File: config.mk
export PLATFORM = sky130hd
export DESIGN_NAME = load_store_unit
export DESIGN_NICKNAME = d
export VERILOG_FILES = /design/src/rtl/load_store_unit.sv
export SDC_FILE = /design/constraint.sdc
export NUM_CORES = 1
export LEC_CHECK = 0
export ABC_AREA = 1
export BUFFER_PORTS_ARGS = -buffer_cell sky130_fd_sc_hd__buf_2
export CORE_ASPECT_RATIO = 0.9
export CORE_MARGIN = 2
export CORE_UTILIZATION = 50
export CTS_BUF_LIST = sky130_fd_sc_hd__clkbuf_4 sky130_fd_sc_hd__clkbuf_8
export CTS_CLUSTER_SIZE = 20
export DETAILED_ROUTE_END_ITERATION = 8
export PLACE_DENSITY = 0.8
export SKIP_CTS_REPAIR_TIMING = 1
export SLEW_MARGIN = 20
export SYNTH_ARGS = -nofsm -noshare
export SYNTH_HDL_FRONTEND = slang
export SYNTH_SLANG_ARGS = --single-unit
File: constraint.sdc
create_clock -name clk -period 4.87 [get_ports clk]
set_input_delay 0.2435 -clock clk [delete_from_list [all_inputs] [get_ports clk]]
set_output_delay 0.2435 -clock clk [all_outputs]
set_load 0.01 [all_outputs]
File: src/rtl/load_store_unit.sv
// Load/store unit between the execute stage and a 1-cycle-latency word RAM.
// Handles byte/half/word accesses, sign/zero extension and read-modify-write stores.
module load_store_unit #(
  parameter int ADDR_W = 10
) (
  input  logic              clk,
  input  logic              rst,
  input  logic              req_valid,
  output logic              req_ready,
  input  logic              req_is_store,
  input  logic [1:0]        req_size,
  input  logic              req_signed,
  input  logic [31:0]       req_base,
  input  logic [31:0]       req_offset,
  input  logic [31:0]       req_wdata,
  output logic              resp_valid,
  output logic [31:0]       resp_data,
  output logic              resp_err,
  output logic              busy,
  output logic [ADDR_W-1:0] mem_addr,
  output logic              mem_read,
  output logic              mem_write,
  output logic [31:0]       mem_wdata,
  input  logic [31:0]       mem_rdata
);

  typedef enum logic [2:0] {
    IDLE,
    RD,
    RD_WAIT,
    RMW_RD,
    RMW_MERGE,
    WR,
    ERR
  } state_t;

  state_t state, state_nx;

  logic [31:0]       ea;
  logic              ea_unused;
  logic              req_err;
  logic              accept;

  logic [ADDR_W-1:0] addr_q;
  logic [1:0]        lane_q;
  logic [1:0]        size_q;
  logic              signed_q;
  logic [31:0]       wdata_q;

  logic              resp_valid_q;
  logic              resp_err_q;
  logic [31:0]       resp_data_q;

  logic [7:0]        byte_sel;
  logic [15:0]       half_sel;
  logic [31:0]       load_val;
  logic [31:0]       merged;

  logic              mem_read_c;
  logic              mem_write_c;

  assign ea = req_base + req_offset;

  // Address bits above the word index alias onto the same RAM word.
  assign ea_unused = ^ea[31:ADDR_W+2];

  always_comb begin
    req_err = 1'b0;
    case (req_size)
      2'b00:   req_err = 1'b0;
      2'b01:   req_err = ea[0];
      2'b10:   req_err = |ea[1:0];
      default: req_err = 1'b1;
    endcase
  end

  assign accept = req_valid && req_ready;

  // State register
  always_ff @(posedge clk) begin
    if (rst) state <= IDLE;
    else     state <= state_nx;
  end

  // Next-state logic
  always_comb begin
    state_nx = state;
    case (state)
      IDLE: begin
        if (accept) begin
          if (req_err)                  state_nx = ERR;
          else if (!req_is_store)       state_nx = RD;
          else if (req_size == 2'b10)   state_nx = WR;
          else                          state_nx = RMW_RD;
        end
      end
      RD:        state_nx = RD_WAIT;
      RD_WAIT:   state_nx = IDLE;
      RMW_RD:    state_nx = RMW_MERGE;
      RMW_MERGE: state_nx = WR;
      WR:        state_nx = IDLE;
      ERR:       state_nx = IDLE;
      default:   state_nx = IDLE;
    endcase
  end

  // Output decode
  always_comb begin
    mem_read_c  = 1'b0;
    mem_write_c = 1'b0;
    case (state)
      RD, RMW_RD: mem_read_c = 1'b1;
      WR: begin
        mem_read_c  = 1'b1;
        mem_write_c = 1'b1;
      end
      default: ;
    endcase
  end

  assign byte_sel = mem_rdata[{lane_q, 3'b000} +: 8];
  assign half_sel = lane_q[1] ? mem_rdata[31:16] : mem_rdata[15:0];

  always_comb begin
    load_val = mem_rdata;
    case (size_q)
      2'b00:   load_val = {{24{signed_q & byte_sel[7]}}, byte_sel};
      2'b01:   load_val = {{16{signed_q & half_sel[15]}}, half_sel};
      default: load_val = mem_rdata;
    endcase
  end

  always_comb begin
    merged = mem_rdata;
    if (size_q == 2'b00) merged[{lane_q, 3'b000} +: 8]     = wdata_q[7:0];
    else                 merged[{lane_q[1], 4'b0000} +: 16] = wdata_q[15:0];
  end

  always_ff @(posedge clk) begin
    if (rst) begin
      addr_q       <= '0;
      lane_q       <= '0;
      size_q       <= '0;
      signed_q     <= 1'b0;
      wdata_q      <= '0;
      resp_valid_q <= 1'b0;
      resp_err_q   <= 1'b0;
      resp_data_q  <= '0;
    end else begin
      resp_valid_q <= 1'b0;
      resp_err_q   <= 1'b0;
      if (accept) begin
        addr_q   <= ea[ADDR_W+1:2];
        lane_q   <= ea[1:0];
        size_q   <= req_size;
        signed_q <= req_signed;
        wdata_q  <= req_wdata;
      end
      case (state)
        RD_WAIT: begin
          resp_valid_q <= 1'b1;
          resp_data_q  <= load_val;
        end
        RMW_MERGE: wdata_q <= merged;
        WR: begin
          resp_valid_q <= 1'b1;
          resp_data_q  <= '0;
        end
        ERR: begin
          resp_valid_q <= 1'b1;
          resp_err_q   <= 1'b1;
          resp_data_q  <= '0;
        end
        default: ;
      endcase
    end
  end

  // Everything reads as zero while reset is held, whatever state is being left.
  assign req_ready  = (state == IDLE) && !rst;
  assign busy       = (state != IDLE) && !rst;
  assign mem_read   = mem_read_c && !rst;
  assign mem_write  = mem_write_c && !rst;
  assign mem_addr   = rst ? '0 : addr_q;
  assign mem_wdata  = rst ? '0 : wdata_q;
  assign resp_valid = resp_valid_q && !rst;
  assign resp_err   = resp_err_q && !rst;
  assign resp_data  = rst ? '0 : resp_data_q;

endmodule

# Yosys cells after proc, flatten, opt, wreduce, memory -nomap -nowiden
# Cells that the tools add are included.
totals:
  ff_bits: 84
  output_inout_bits: 80
  elab_cells: 68
classes:
  n_addsub: 3
  n_eq_ne: 10
  shifts: 5
  mux: 21
  bitwise: 2
  reduce_logical: 18
ops:
  columns: ["op", "count"]
  rows:
  - ["32-bit two-way mux", 5]
  - ["32-bit one-hot mux with 2 select lines", 2]
  - ["32-bit bitwise mux", 2]
  - ["16-bit by 7-bit variable shift with 32-bit output, first input constant", 1]
  - ["8-bit by 7-bit variable shift with 32-bit output, first input constant", 1]
  - ["16-bit by 7-bit variable part select with 32-bit output", 1]
  - ["32-bit by 6-bit variable part select with 8-bit output", 1]
  - ["8-bit by 7-bit variable part select with 32-bit output", 1]
  - ["16-bit two-way mux", 1]
  - ["5-bit negation with 7-bit output", 2]
  - ["12-bit adder", 1]
  - ["3-bit two-way mux", 4]
  - ["3-bit one-hot mux with 4 select lines", 1]
  - ["10-bit two-way mux", 1]
  - ["3-bit == test, second input constant", 3]
  - ["1-bit logical AND", 7]
  - ["3-bit by 2-bit == test with 1-bit output, second input constant", 2]
  - ["3-bit OR reduction", 2]
  - ["2-bit by 1-bit == test with 1-bit output, second input constant", 2]
  - ["2-bit zero test", 2]
  - ["1-bit two-way mux", 4]
  - ["2-bit nonzero test", 2]
  - ["2-bit OR reduction", 2]
  - ["3-bit by 1-bit == test with 1-bit output, second input constant", 1]
  - ["7 further kinds", 8]

# Depth between registers and ports, before layout
logic_depth:
  word_depth: 6
  ltp_mapped: 13
  mapped_depth_nobuf: 11

# Least setup slack after synthesis
# Ideal clock, no wire load.
synth_timing:
  kind: "reg2reg"
  start: "register lane_q[1]"
  end: "register wdata_q[16]"
  setup_ps: 74
  t_arrival_ps: 1722
  required_ps: 4796
  path_slack_ps: 3074
  stages_incl_launch_ff: 11
  synth_period_minus_slack_ps: 1796
  cell_sequence: "dfxtp_1 -> buf_4 -> inv_2 -> buf_2 -> ha_1 -> inv_1 -> nor2_1 -> inv_1 -> o21ai_0 -> nand3_1 -> a31oi_1"
synth_via:
  elab_chain_cells: 5
  word_cells_on_any_way: 10
  cone_classes: "add/sub (2); shift (4); mux (4)"
synth_rtl:
  columns: ["item", "line", "text"]
  rows:
  - ["start, declared", "45", "logic [1:0] lane_q;"]
  - ["start signal, assigned", "154", "lane_q <= ea[1:0];"]
  - ["5-bit negation with 7-bit output (on tied branches)", "136, 135", null]
  - ["16-bit by 7-bit variable part select with 32-bit output (tied with other cells)", "136", "else merged[{lane_q[1], 4'b0000} +: 16] = wdata_q[15:0];"]
  - ["32-bit bitwise mux (on tied branches)", "136, 135", null]
  - ["32-bit two-way mux (*)", "135", "if (size_q == 2'b00) merged[{lane_q, 3'b000} +: 8] = wdata_q[7:0];"]
  - ["32-bit two-way mux (*)", "159", "case (state)"]
  - ["end signal, assigned", "157", "wdata_q <= req_wdata;"]
  - ["end signal, assigned", "164", "RMW_MERGE: wdata_q <= merged;"]
  - ["end, declared", "48", "logic [31:0] wdata_q;"]
# Mark *: on every way between the ends. The rest lies on a longest branch, timed or not.
# A chain may end at the register's enable or synchronous reset.

# Final worst setup path
layout_timing:
  start: "register lane_q[1]"
  end: "register wdata_q[17]"
# Same word-level chain as after synthesis.

==> impl_metrics.tcl <==
set metrics [dict create \
    grt_pass1_wl_um 30100 \
    synthTopCellsByArea "dfxtp_1, nand2_1, inv_1" \
    grt_max_degree 53 \
    core_mm2 0.0115 \
    netlist_instances 1014 \
    vias 6753 \
    firstDrtPassIters 5 \
    endpoint_kind "flip-flop" \
    status "finished clean" \
    gr-usage-met1_pct 40.1 \
    hpwl_um 14300 \
    crit_chain "inv_2 > ha_1 > inv_1 > nor2_1 > inv_1 > o21ai_0 > nand2_1 > nand3_1 > nand3_1 > nand2_1" \
    r2r-start "lane_q[1]" \
    timing.rr.end "wdata_q[17]" \
    clock-root-buffer "clkbuf_8" \
    diodes 0 \
    tightestPinTransition_ns 1.01 \
    grt_pass1_vias 6025 \
    crit_fanout 36 \
    ys_seq_elements 84 \
    async_flop_share_pct 0 \
    cts_tree "yes" \
    slew_viol_final 0 \
    critPathLaunchType "flip-flop" \
    final_layout_size_suffix_gt1_share_pct 19.7 \
    port_buffers 174 \
    synth-edff-count 0 \
    rsz0062_at_grt "no" \
    yosysTopAreaCell "dfxtp_1" \
    fin_setup_tns_ns 0 \
    die_x_um 119 \
    hold_class "in -> reg" \
    layout_common_cells "nand2_1, buf_2, inv_1, nor2_1, dfxtp_1" \
    routabilityCongestion 0.965 \
    crit_path_top_delay_cell "dfxtp_2" \
    rows 37 \
    cts_buffers 9 \
    clk_pin_slew_ns 0.08 \
    antenna_found_initial 0 \
    dieArea_mm2 0.0128 \
    start_util_pct 51.5 \
    yosys_warnings 0 \
    power.density_mw_per_mm2 442 \
    syn-cell-area_mm2 0.00594 \
    ys_types 38 \
    met3_usage_pct 6.25 \
    busiest_layer "met2" \
    grt_overflow 0 \
    clockBufferDepth 2 \
    routedWlPerCell_um 14.3 \
    crit_arrival_ns 2.81 \
    critPathBufInv 3 \
    maxCapViolations 0 \
    cp.required_ns 5.18 \
    fin_nets 1307 \
    worstHoldStart "req_signed" \
    syn_to_final_growth_pct 18.8 \
    rr_worst_depth 10 \
    fin_crit_sh_pct 51.2 \
    hold_ws_ns 0.0728 \
    layout_commonest_cell "nand2_1" \
    power.total_mw 3.12 \
    avgSynthCellArea_um2 5.86 \
    critPathKind "reg -> reg" \
    hold-path-cell-count 3 \
    fmax_mhz 401 \
    ant_nets 0 \
    synth_flop_cell "dfxtp_1" \
    layout_min_cycle_time_ns 2.50 \
    grt_util_met2_pct 45.8 \
    drc 0 \
    yosysTopAreaCellShare_pct 28.3 \
    syn_nets 1166 \
    setup_viol 0 \
    cts.htree.levels 3 \
    totalWireLength_um 18900 \
    die_h_um 107 \
    slowest_delay_ns 0.74 \
    fillers 1157 \
    ys_seq_area_share_pct 28.3 \
    power.leakage_nw 3.74 \
    io_pins 215 \
    rrSetupSlack_ns 2.37 \
    relSlewSlack_pct 32.9 \
    ir_drop_uv 342 \
    holdPathEnd "signed_q" \
    hold_viol_final 0 \
    crit_family "flip-flops" \
    finClkSkew_ns 0.00830 \
    clk_latency_ns 0.37 \
    clock-sinks 84 \
    viasPerCell 5.13 \
    grtUsageTotal_pct 29.3 \
    drt_iter0_drc 699 \
]
final cells by class:
class | instances | area, µm² | area share, %
Timing Repair Buffer | 179 | 908 | 12.9
Inverter | 164 | 618 | 8.76
Sequential cell | 84 | 1680 | 23.8
Tap cell | 156 | 195 | 2.77
Clock buffer | 11 | 145 | 2.06
Clock inverter | 5 | 83.8 | 1.19
Multi-Input combinational cell | 717 | 3420 | 48.5
cells in the mapped netlist (9+ instances only):
cell type / count
inv_2: 9
buf_1: 11
a21oi_1: 34
ha_1: 16
o22ai_1: 10
o21ai_0: 76
inv_1: 154
dfxtp_1: 84
nand2_1: 287
nor2_1: 142
buf_2: 17
nand3_1: 78
clkbuf_1: 18
metrics by stage:
| step | instance area (µm²) | std cells | setup slack, ns | utilization (%) |
|---|---|---|---|---|
| floorplan | 5940 | 1014 | 3.07 | - |
| global route | 7060 | 1316 | 2.16 | 61.2 |
| finish | 7060 | 1316 | 2.37 | 61.2 |
| CTS | 7050 | 1316 | 2.02 | 61.2 |
| detailed placement | 6820 | 1300 | 2.05 | 59.2 |
| global placement | 6820 | 1300 | 2.05 | 59.2 |
layer usage:
layer  share of wire (%)  routed length, µm
met1                  45               8510
met4                 2.2                421
met3                 9.0               1690
met5                   0                  0
met2                  44               8240
state kept, by name, indices dropped and copies added (netlist names):
name,flops
lane_q,2
addr_q,10
signed_q,1
state,3
size_q,2
resp_err_q,1
resp_valid_q,1
wdata_q,32
resp_data_q,32
logic make-up after synthesis:
| kind of cell | share of synthesized area (%) |
|---|---|
| and+or+nand+nor | 38.0 |
| buffers and inverters | 14.2 |
| AOI/OAI and AO/OA | 15.1 |
| DFF | 28.3 |
| adders and majority gates | 3.71 |
| xor gates and xnor gates | 0.737 |
where the power goes:
group | leakage [nW] | switching, mW | internal (mW) | total (mW)
clock | 0.110 | 0.268 | 0.311 | 0.578
sequential | 0.688 | 0.143 | 0.890 | 1.03
combinational | 2.95 | 1.02 | 0.489 | 1.51
worst reg2reg max path, delay by kind of cell, from the launching register on:
family,cells,cell delay [ns]
adder cells (fa/ha/maj),1,0.36
flip-flops,1,0.74
buffers and inverters,3,0.49
AND/OR/NAND/NOR,5,0.65
AO/OA/AOI/OAI,1,0.21
how the worst max path moves through the flow:
stage                     slack (ns)           to       from  cells after the start
final                           2.37  wdata_q[17]  lane_q[1]                     10
after global routing            2.16  wdata_q[17]  lane_q[1]                     10
after CTS                       2.02  wdata_q[17]  lane_q[1]                     10
after floorplan                 3.07  wdata_q[16]  lane_q[1]                     10
after global placement          2.05  wdata_q[17]  lane_q[1]                     10
after detailed placement        2.05  wdata_q[17]  lane_q[1]                     10
Power figures use the tool's default switching activity.
